===== config.mk =====
export PLATFORM = sky130hd
export DESIGN_NAME = frame_buffer_rotator
export DESIGN_NICKNAME = d
export VERILOG_FILES = /design/src/rtl/frame_buffer_rotator_pkg.sv /design/src/rtl/frame_buffer_rotator_free_buffer_picker.sv /design/src/rtl/frame_buffer_rotator.sv
export SDC_FILE = /design/constraint.sdc
export NUM_CORES = 1
export LEC_CHECK = 0
export ABC_AREA = 1
export CORE_ASPECT_RATIO = 0.8
export CORE_MARGIN = 4
export CORE_UTILIZATION = 35
export DETAILED_ROUTE_END_ITERATION = 6
export PLACE_DENSITY = 0.69
export SKIP_LAST_GASP = 1
export SYNTH_ARGS = -nofsm -noshare
export SYNTH_HDL_FRONTEND = slang
export SYNTH_SLANG_ARGS = --single-unit

===== constraint.sdc =====
create_clock -name clk -period 3.4 [get_ports clk]
set_input_delay 0.68 -clock clk [delete_from_list [all_inputs] [get_ports clk]]
set_output_delay 0.68 -clock clk [all_outputs]
set_load 0.1 [all_outputs]

===== src/rtl/frame_buffer_rotator_pkg.sv =====
// Shared constants and types for the N-buffer frame rotator.
// Swap-controller FSM states are exported so checkers can bind to them.
package frame_buffer_rotator_pkg;

  localparam int MAX_BUFFERS = 4;

  typedef logic [1:0] buffer_idx_t;

  typedef enum logic [1:0] {
    ROT_RESET   = 2'd0,
    ROT_DRAWING = 2'd1,
    ROT_STALLED = 2'd2
  } rotator_state_t;

endpackage


===== src/rtl/frame_buffer_rotator_free_buffer_picker.sv =====
// Combinational lowest-free-index encoder: returns the lowest buffer index
// not held by the display, the drawer (if valid) or the pending slot (if valid).
module free_buffer_picker #(
  parameter int NUM_BUFFERS = 3,
  parameter int IDX_W       = 2
) (
  input  logic [IDX_W-1:0] display_idx,
  input  logic [IDX_W-1:0] draw_idx,
  input  logic             draw_valid,
  input  logic [IDX_W-1:0] pending_idx,
  input  logic             pending_valid,
  output logic [IDX_W-1:0] free_idx,
  output logic             free_valid
);

  // Scan downwards so the last hit, i.e. the lowest free index, wins.
  always_comb begin
    free_idx   = '0;
    free_valid = 1'b0;
    for (int i = NUM_BUFFERS - 1; i >= 0; i--) begin
      if (!((IDX_W'(i) == display_idx) ||
            (draw_valid && (IDX_W'(i) == draw_idx)) ||
            (pending_valid && (IDX_W'(i) == pending_idx)))) begin
        free_idx   = IDX_W'(i);
        free_valid = 1'b1;
      end
    end
  end

endmodule


===== src/rtl/frame_buffer_rotator.sv =====
// N-buffer (2..4) swap controller: tracks displayed, drawn and pending buffers,
// with vsync-locked or tearing swaps and drop-oldest when the drawer runs ahead.
module frame_buffer_rotator
  import frame_buffer_rotator_pkg::*;
#(
  parameter int NUM_BUFFERS = 3,
  parameter int IDX_W       = (NUM_BUFFERS > 2) ? 2 : 1,
  parameter int CNT_W       = 16
) (
  input  logic             clk,
  input  logic             rstn,
  input  logic             vblank_start,
  input  logic             frame_done,
  input  logic             tear_mode,
  output logic [IDX_W-1:0] display_idx,
  output logic [IDX_W-1:0] draw_idx,
  output logic             draw_start,
  output logic             draw_busy,
  output logic             pending_valid,
  output logic [CNT_W-1:0] swap_count,
  output logic [CNT_W-1:0] drop_count,
  output logic             protocol_err,
  output rotator_state_t   state_dbg
);

  if (NUM_BUFFERS < 2 || NUM_BUFFERS > MAX_BUFFERS) begin : g_bad_num_buffers
    $error("frame_buffer_rotator: NUM_BUFFERS must be in 2..4");
  end

  rotator_state_t   state, state_n;
  logic [IDX_W-1:0] pending_idx, pending_idx_n;
  logic [IDX_W-1:0] display_n, draw_n;
  logic             pending_valid_n, draw_start_n, protocol_err_n;
  logic             swap_inc, drop_inc;
  logic [CNT_W-1:0] swap_n, drop_n;

  logic             vb_ok, fd_ok;
  logic [IDX_W-1:0] pick_disp, pick_pend, free_idx;
  logic             pick_pend_valid, free_valid;

  assign draw_busy = (state == ROT_DRAWING);
  assign state_dbg = state;
  assign vb_ok     = vblank_start & ~tear_mode;
  assign fd_ok     = frame_done & draw_busy;

  // Picker sees the display/pending ownership as it will be after this frame_done.
  always_comb begin
    pick_disp       = display_idx;
    pick_pend       = draw_idx;
    pick_pend_valid = 1'b1;
    if (vb_ok && pending_valid) begin
      pick_disp = pending_idx;
    end else if (vb_ok) begin
      pick_disp       = draw_idx;
      pick_pend_valid = 1'b0;
    end
  end

  free_buffer_picker #(
    .NUM_BUFFERS (NUM_BUFFERS),
    .IDX_W       (IDX_W)
  ) u_picker (
    .display_idx   (pick_disp),
    .draw_idx      (draw_idx),
    .draw_valid    (1'b0),
    .pending_idx   (pick_pend),
    .pending_valid (pick_pend_valid),
    .free_idx      (free_idx),
    .free_valid    (free_valid)
  );

  always_comb begin
    state_n         = state;
    display_n       = display_idx;
    draw_n          = draw_idx;
    pending_idx_n   = pending_idx;
    pending_valid_n = pending_valid;
    draw_start_n    = 1'b0;
    swap_inc        = 1'b0;
    drop_inc        = 1'b0;
    protocol_err_n  = protocol_err | (frame_done & ~draw_busy);

    case (state)
      ROT_RESET: begin
        state_n      = ROT_DRAWING;
        draw_start_n = 1'b1;
      end
      default: begin
        if (fd_ok && tear_mode) begin
          // Tearing swap: finished buffer goes straight to scan-out.
          display_n       = draw_idx;
          draw_n          = display_idx;
          draw_start_n    = 1'b1;
          swap_inc        = 1'b1;
          drop_inc        = pending_valid;
          pending_valid_n = 1'b0;
        end else if (fd_ok) begin
          if (vb_ok && pending_valid) begin
            display_n     = pending_idx;
            pending_idx_n = draw_idx;
            swap_inc      = 1'b1;
          end else if (vb_ok) begin
            display_n = draw_idx;
            swap_inc  = 1'b1;
          end else begin
            drop_inc        = pending_valid;
            pending_idx_n   = draw_idx;
            pending_valid_n = 1'b1;
          end
          if (free_valid) begin
            draw_n       = free_idx;
            draw_start_n = 1'b1;
            state_n      = ROT_DRAWING;
          end else begin
            state_n = ROT_STALLED;
          end
        end else if (vb_ok && pending_valid) begin
          display_n       = pending_idx;
          pending_valid_n = 1'b0;
          swap_inc        = 1'b1;
          // The buffer leaving scan-out is the one a stalled drawer resumes on.
          if (state == ROT_STALLED) begin
            draw_n       = display_idx;
            draw_start_n = 1'b1;
            state_n      = ROT_DRAWING;
          end
        end
      end
    endcase

    swap_n = (swap_inc && (swap_count != {CNT_W{1'b1}})) ? swap_count + CNT_W'(1) : swap_count;
    drop_n = (drop_inc && (drop_count != {CNT_W{1'b1}})) ? drop_count + CNT_W'(1) : drop_count;
  end

  always_ff @(posedge clk or negedge rstn) begin
    if (!rstn) begin
      state         <= ROT_RESET;
      display_idx   <= IDX_W'(0);
      draw_idx      <= IDX_W'(1);
      pending_idx   <= '0;
      pending_valid <= 1'b0;
      draw_start    <= 1'b0;
      swap_count    <= '0;
      drop_count    <= '0;
      protocol_err  <= 1'b0;
    end else begin
      state         <= state_n;
      display_idx   <= display_n;
      draw_idx      <= draw_n;
      pending_idx   <= pending_idx_n;
      pending_valid <= pending_valid_n;
      draw_start    <= draw_start_n;
      swap_count    <= swap_n;
      drop_count    <= drop_n;
      protocol_err  <= protocol_err_n;
    end
  end

endmodule

* Word level (Yosys, flattened, before mapping)
Index checks and enable logic that the tools add are counted.
Storage, ports and cells: bits in registers 43, bits of input ports 5, output and inout port bits 42, logic and storage cells 102
Cells by class: $add $sub $neg 2, eq/ne operators 13, mux-type cells 48, bitwise gates (word level) 8, reduce and logical (&&, ||, !) cells 22
Operators with widths (number):
- two-way mux 2 bit | 21
- adder 16 x 1 -> 16 bit (second input constant) | 2
- != test 16 bit (second input constant) | 2
- two-way mux 1 bit | 27
- AND reduction 4 bit | 3
- nonzero test 3 bit | 4
- logical AND 1 bit | 7
- logical NOT 2 bit | 3
- != test 3 x 1 -> 1 bit (second input constant) | 2
- equality test 1 x 2 -> 1 bit (first input constant) | 2
- equality test 2 bit (first input constant) | 2
- != test 2 x 1 -> 1 bit (second input constant) | 2
- inverter 1 bit | 4
- bitwise AND 1 bit | 3
- logical OR 1 bit | 3
- != test 3 bit (second input constant) | 1
- AND reduction 3 bit | 1
- equality test 2 x 1 -> 1 bit (second input constant) | 1
- equality test 2 bit (second input constant) | 1
- AND reduction 2 bit | 1
- OR 1 bit | 1

* Logic depth before layout (Yosys ltp)
word-level depth 13, mapped depth 12

* Cells and area by module
A second synthesis with hierarchy kept.
Unflattened totals: cells, all modules 412, area total of the unflattened synthesis 2836.5 sq um
By module, submodules not included:
- frame_buffer_rotator | instances 1, cells an instance 390, area each 2728.9 sq um, seq. area each 1077.3 sq um
- free_buffer_picker | instances 1, cells an instance 22, area each 107.6 sq um, seq. area each 0.0 sq um

* Least setup slack after synthesis
No wires, ideal clock.
path type flip-flop to output port, start reg state[0], in the netlist state_dbg[0], end out draw_busy, arrival 1.712 ns, required time 2.720 ns, setup slack 1.008 ns, cell stages (with the launch flop) 3, path through dfrtp_1 nand2_1 inv_1
On the way: longest elaborated chain between the ends 1
Ends and longest elaborated chain:
- start: declaration | line frame_buffer_rotator.sv:30 | rotator_state_t state, state_n;
- start signal: assignment | line frame_buffer_rotator.sv:147 | state <= state_n;
- equality test 2 x 1 -> 1 bit | line frame_buffer_rotator.sv:41 | assign draw_busy = (state == ROT_DRAWING);
- end: declaration | line frame_buffer_rotator.sv:18 | output logic draw_busy,
No other way between the ends.

* Worst setup path after layout
start reg protocol_err, end out protocol_err
RTL lines:
- start: declaration | line frame_buffer_rotator.sv:22 | output logic protocol_err,
- start signal: assignment | line frame_buffer_rotator.sv:155 | protocol_err <= protocol_err_n;
No word-level cell between the ends.

==> impl_metrics.json <==
{
  "p_comb_frac": 0.023,
  "synthesis.area_um2": 2320,
  "power_frac_clock": 0.398,
  "slowest_stage": "clkdlybuf4s50_1",
  "cpLargestDelayFamily": "buffers and inverters",
  "layout.nets": 350,
  "fin_util": 0.447,
  "wirelength_um": 5410,
  "synth-edff-count": 0,
  "worstReg2RegEnd": "drop_count[9]$_DFFE_PN0P_",
  "multi_input_area_um2": 1090,
  "synth_cell_types": 26,
  "io_pins": 47,
  "fmax_mhz": 410,
  "clock-sinks": 43,
  "track_usage": 0.145,
  "synth_common_cells": "nand2_1, dfrtp_1, inv_1, nor2_1, nand3_1",
  "grt_max_degree": 44,
  "synth_top_family_by_area": "simple AND/OR/NAND/NOR gates",
  "avgViaCountPerCell": 4.68,
  "slew_violations": 0,
  "worst_clock_skew_ns": 0.0106,
  "pre_cts_ws_ns": 0.719,
  "cts_hold_buffers": 0,
  "crit_fanout": 2,
  "regArea_um2": 1080,
  "yosysSeqAreaShare": 0.465,
  "ys_ff_latch": 43,
  "drv_cap": 0,
  "cts.clk_slew.worst_paths_ns": 0.08,
  "vias": 2005,
  "die_y_um": 80.8,
  "place.gp.congestion": 0.855,
  "dieArea_um2": 8000,
  "worstSetupPathDepth": 1,
  "start_kind": "flip-flop",
  "synth_mux_area_frac": 0,
  "final_cell_area_um2": 2860,
  "syn-num-nets": 299,
  "yosys.cell_count.top_type": "nand2_1",
  "synth_xor_xnor_area_share": 0.106,
  "synth_compound_area_frac": 0.0507,
  "crit_arrival_ns": 1.76,
  "p_sw_mw": 0.182,
  "vdd_ir_drop_max_mv": 0.196,
  "pwr-share-seq": 0.579,
  "grt_overflow": 0,
  "hold_viol": 0,
  "syn_avg_cell_area_um2": 7.94,
  "clk_latency_ns": 0.29,
  "drcViolationCount": 0,
  "r2r_setup_slack_ns": 1.48,
  "post-route-period-util": 0.718,
  "tightest_slew_ns": 0.961,
  "setup_viol": 0,
  "synth_top_area_frac": 0.453,
  "coreArea_um2": 6410,
  "numCtsBuffers": 5,
  "place_area_um2": 2760,
  "outcome": "completed",
  "synth_cells": 292,
  "ff2ff_path_depth": 9,
  "diodes": 0,
  "required_ns": 2.72,
  "drt_first_pass_iters": 4,
  "synthTopCellsByArea": "dfrtp_1, nand2_1, xor2_1",
  "ant_nets": 0,
  "synthSimpleGateAreaFrac": 0.302,
  "syn_to_final_growth_pct": 23.4,
  "p_per_area_nw_per_um2": 309,
  "synth-main-ff-cell": "dfrtp_1",
  "reg2reg_from": "drop_count[0]$_DFFE_PN0P_",
  "end_kind": "output port",
  "place_hpwl_um": 4070,
  "die_width_um": 99.0,
  "cts_resized": 0,
  "min_period_ns": 2.44,
  "num_rows": 26,
  "async_flop_share": 1.00,
  "cts_buffer_depth": 2,
  "drt_iter0_drc": 79,
  "htree_levels": 2,
  "drive_gt1_frac": 0.177,
  "portBuffers": 46,
  "postLayoutSetupSlackWorst_ns": 0.958,
  "rsz0062_at_grt": "no",
  "wl_per_cell_um": 12.6,
  "slew_headroom": 0.357,
  "crit_type": "reg2out",
  "slowest_delay_ns": 1.13,
  "crit_chain": "clkdlybuf4s50_1",
  "synth_top_area_cell": "dfrtp_1",
  "p_total_mw": 0.883,
  "p_leak_nw": 1.48,
  "hp-class": "reg2reg",
  "crit_start": "protocol_err$_DFF_PN0_",
  "tns_ns": 0,
  "cts_tree": "built",
  "synthAdderAreaFrac": 0.0108,
  "crit_end": "protocol_err",
  "synth_warnings": 0,
  "initial_core_util": 0.362,
  "post_cts_buffers": 0,
  "grt_antenna_before_repair": 0,
  "grt_pass1_wl_um": 9440,
  "grt_pass1_vias": 1980,
  "fillers": 655,
  "cts-root-buf": "clkbuf_8",
  "swShare": 0.206,
  "intPower_mw": 0.701,
  "critPathBufInv": 1
}
## power by group through the flow
stage	Clock, mW	Sequential [mW]	Combinational (mW)
after detailed placement	0	0.521	0.0214
final	0.352	0.511	0.0205
after global routing	0.389	0.511	0.0239
after global placement	0	0.521	0.0206
after CTS	0.367	0.511	0.0215
after floorplan	0	0.521	0.00438
## stage by stage
stage | hold slack [ns] | instances
final | 0.469 | 428
after global routing | 0.511 | 428
after CTS | 0.486 | 428
after detailed placement | 0.467 | 420
after global placement | 0.448 | 420
after floorplan | 0.384 | 292
## cell usage in the layout (no fill, tap or decap), types with 2 or more instances in the layout
cell | synthesis | layout
nand3_1 | 24 | 24
nand2_2 | 6 | 6
nor3_1 | 8 | 8
ha_1 | 2 | 2
o21ai_0 | 13 | 13
nand2_1 | 81 | 81
buf_4 | 0 | 39
a31oi_1 | 3 | 3
nor2_1 | 33 | 33
inv_1 | 33 | 33
dfrtp_1 | 42 | 42
clkdlybuf4s50_1 | 0 | 6
clkbuf_8 | 0 | 7
xor2_1 | 18 | 18
a21oi_1 | 2 | 2
xnor2_1 | 10 | 10
nand4_1 | 5 | 5
## worst reg2reg max path: stages (launching register included)
cell and delay, ns:
dfrtp_1 0.43, ha_1 0.23, nand3_1 0.16, nor2_1 0.08
nand3_1 0.07, nand2_1 0.22, inv_1 0.24, nand3_1 0.16
o21ai_0 0.18, nand2_1 0.06
## sequential cells by signal, indices dropped and copies added, names as in the netlist
signal	count
protocol_err	1
swap_count	16
pending_idx	2
state_dbg	2
draw_idx	2
draw_start	1
display_idx	2
drop_count	16
pending_valid	1
## worst min-delay path by stage
| stage | from | endpoint | depth (start not counted) |
|---|---|---|---|
| floorplan | rstn | display_idx[0]$_DFFE_PN0P_ | 0 |
| global placement | protocol_err$_DFF_PN0_ | protocol_err$_DFF_PN0_ | 1 |
| detailed placement | protocol_err$_DFF_PN0_ | protocol_err$_DFF_PN0_ | 1 |
| CTS | protocol_err$_DFF_PN0_ | protocol_err$_DFF_PN0_ | 1 |
| global route | protocol_err$_DFF_PN0_ | protocol_err$_DFF_PN0_ | 1 |
| finish | protocol_err$_DFF_PN0_ | protocol_err$_DFF_PN0_ | 1 |
## layout make-up
type                            count  share of cell area
Multi-Input combinational cell    212               0.380
Timing Repair Buffer               46               0.125
Tap cell                           84              0.0367
Clock buffer                        8              0.0350
Inverter                           35              0.0468
Sequential cell                    43               0.376
## per-layer routing
layer  wire length, µm  up-vias  share of wire  GRT usage
met5                 0        -              0          0
met3               296        8          0.055     0.0429
met1              2710      924           0.50      0.199
li1                  -     1021              -          -
met4                61        0          0.011     0.0396
met2              2340       52           0.43      0.224
## cell families (layout without fill, tap and decap cells)
group	Yosys count	count (layout)
flip-flops	43	43
adder cells (fa/ha/maj)	2	2
buffers and inverters	37	89
AO/OA/AOI/OAI	21	21
AND/OR/NAND/NOR	161	161
XOR/XNOR	28	28
Power figures use the tool's default switching activity.
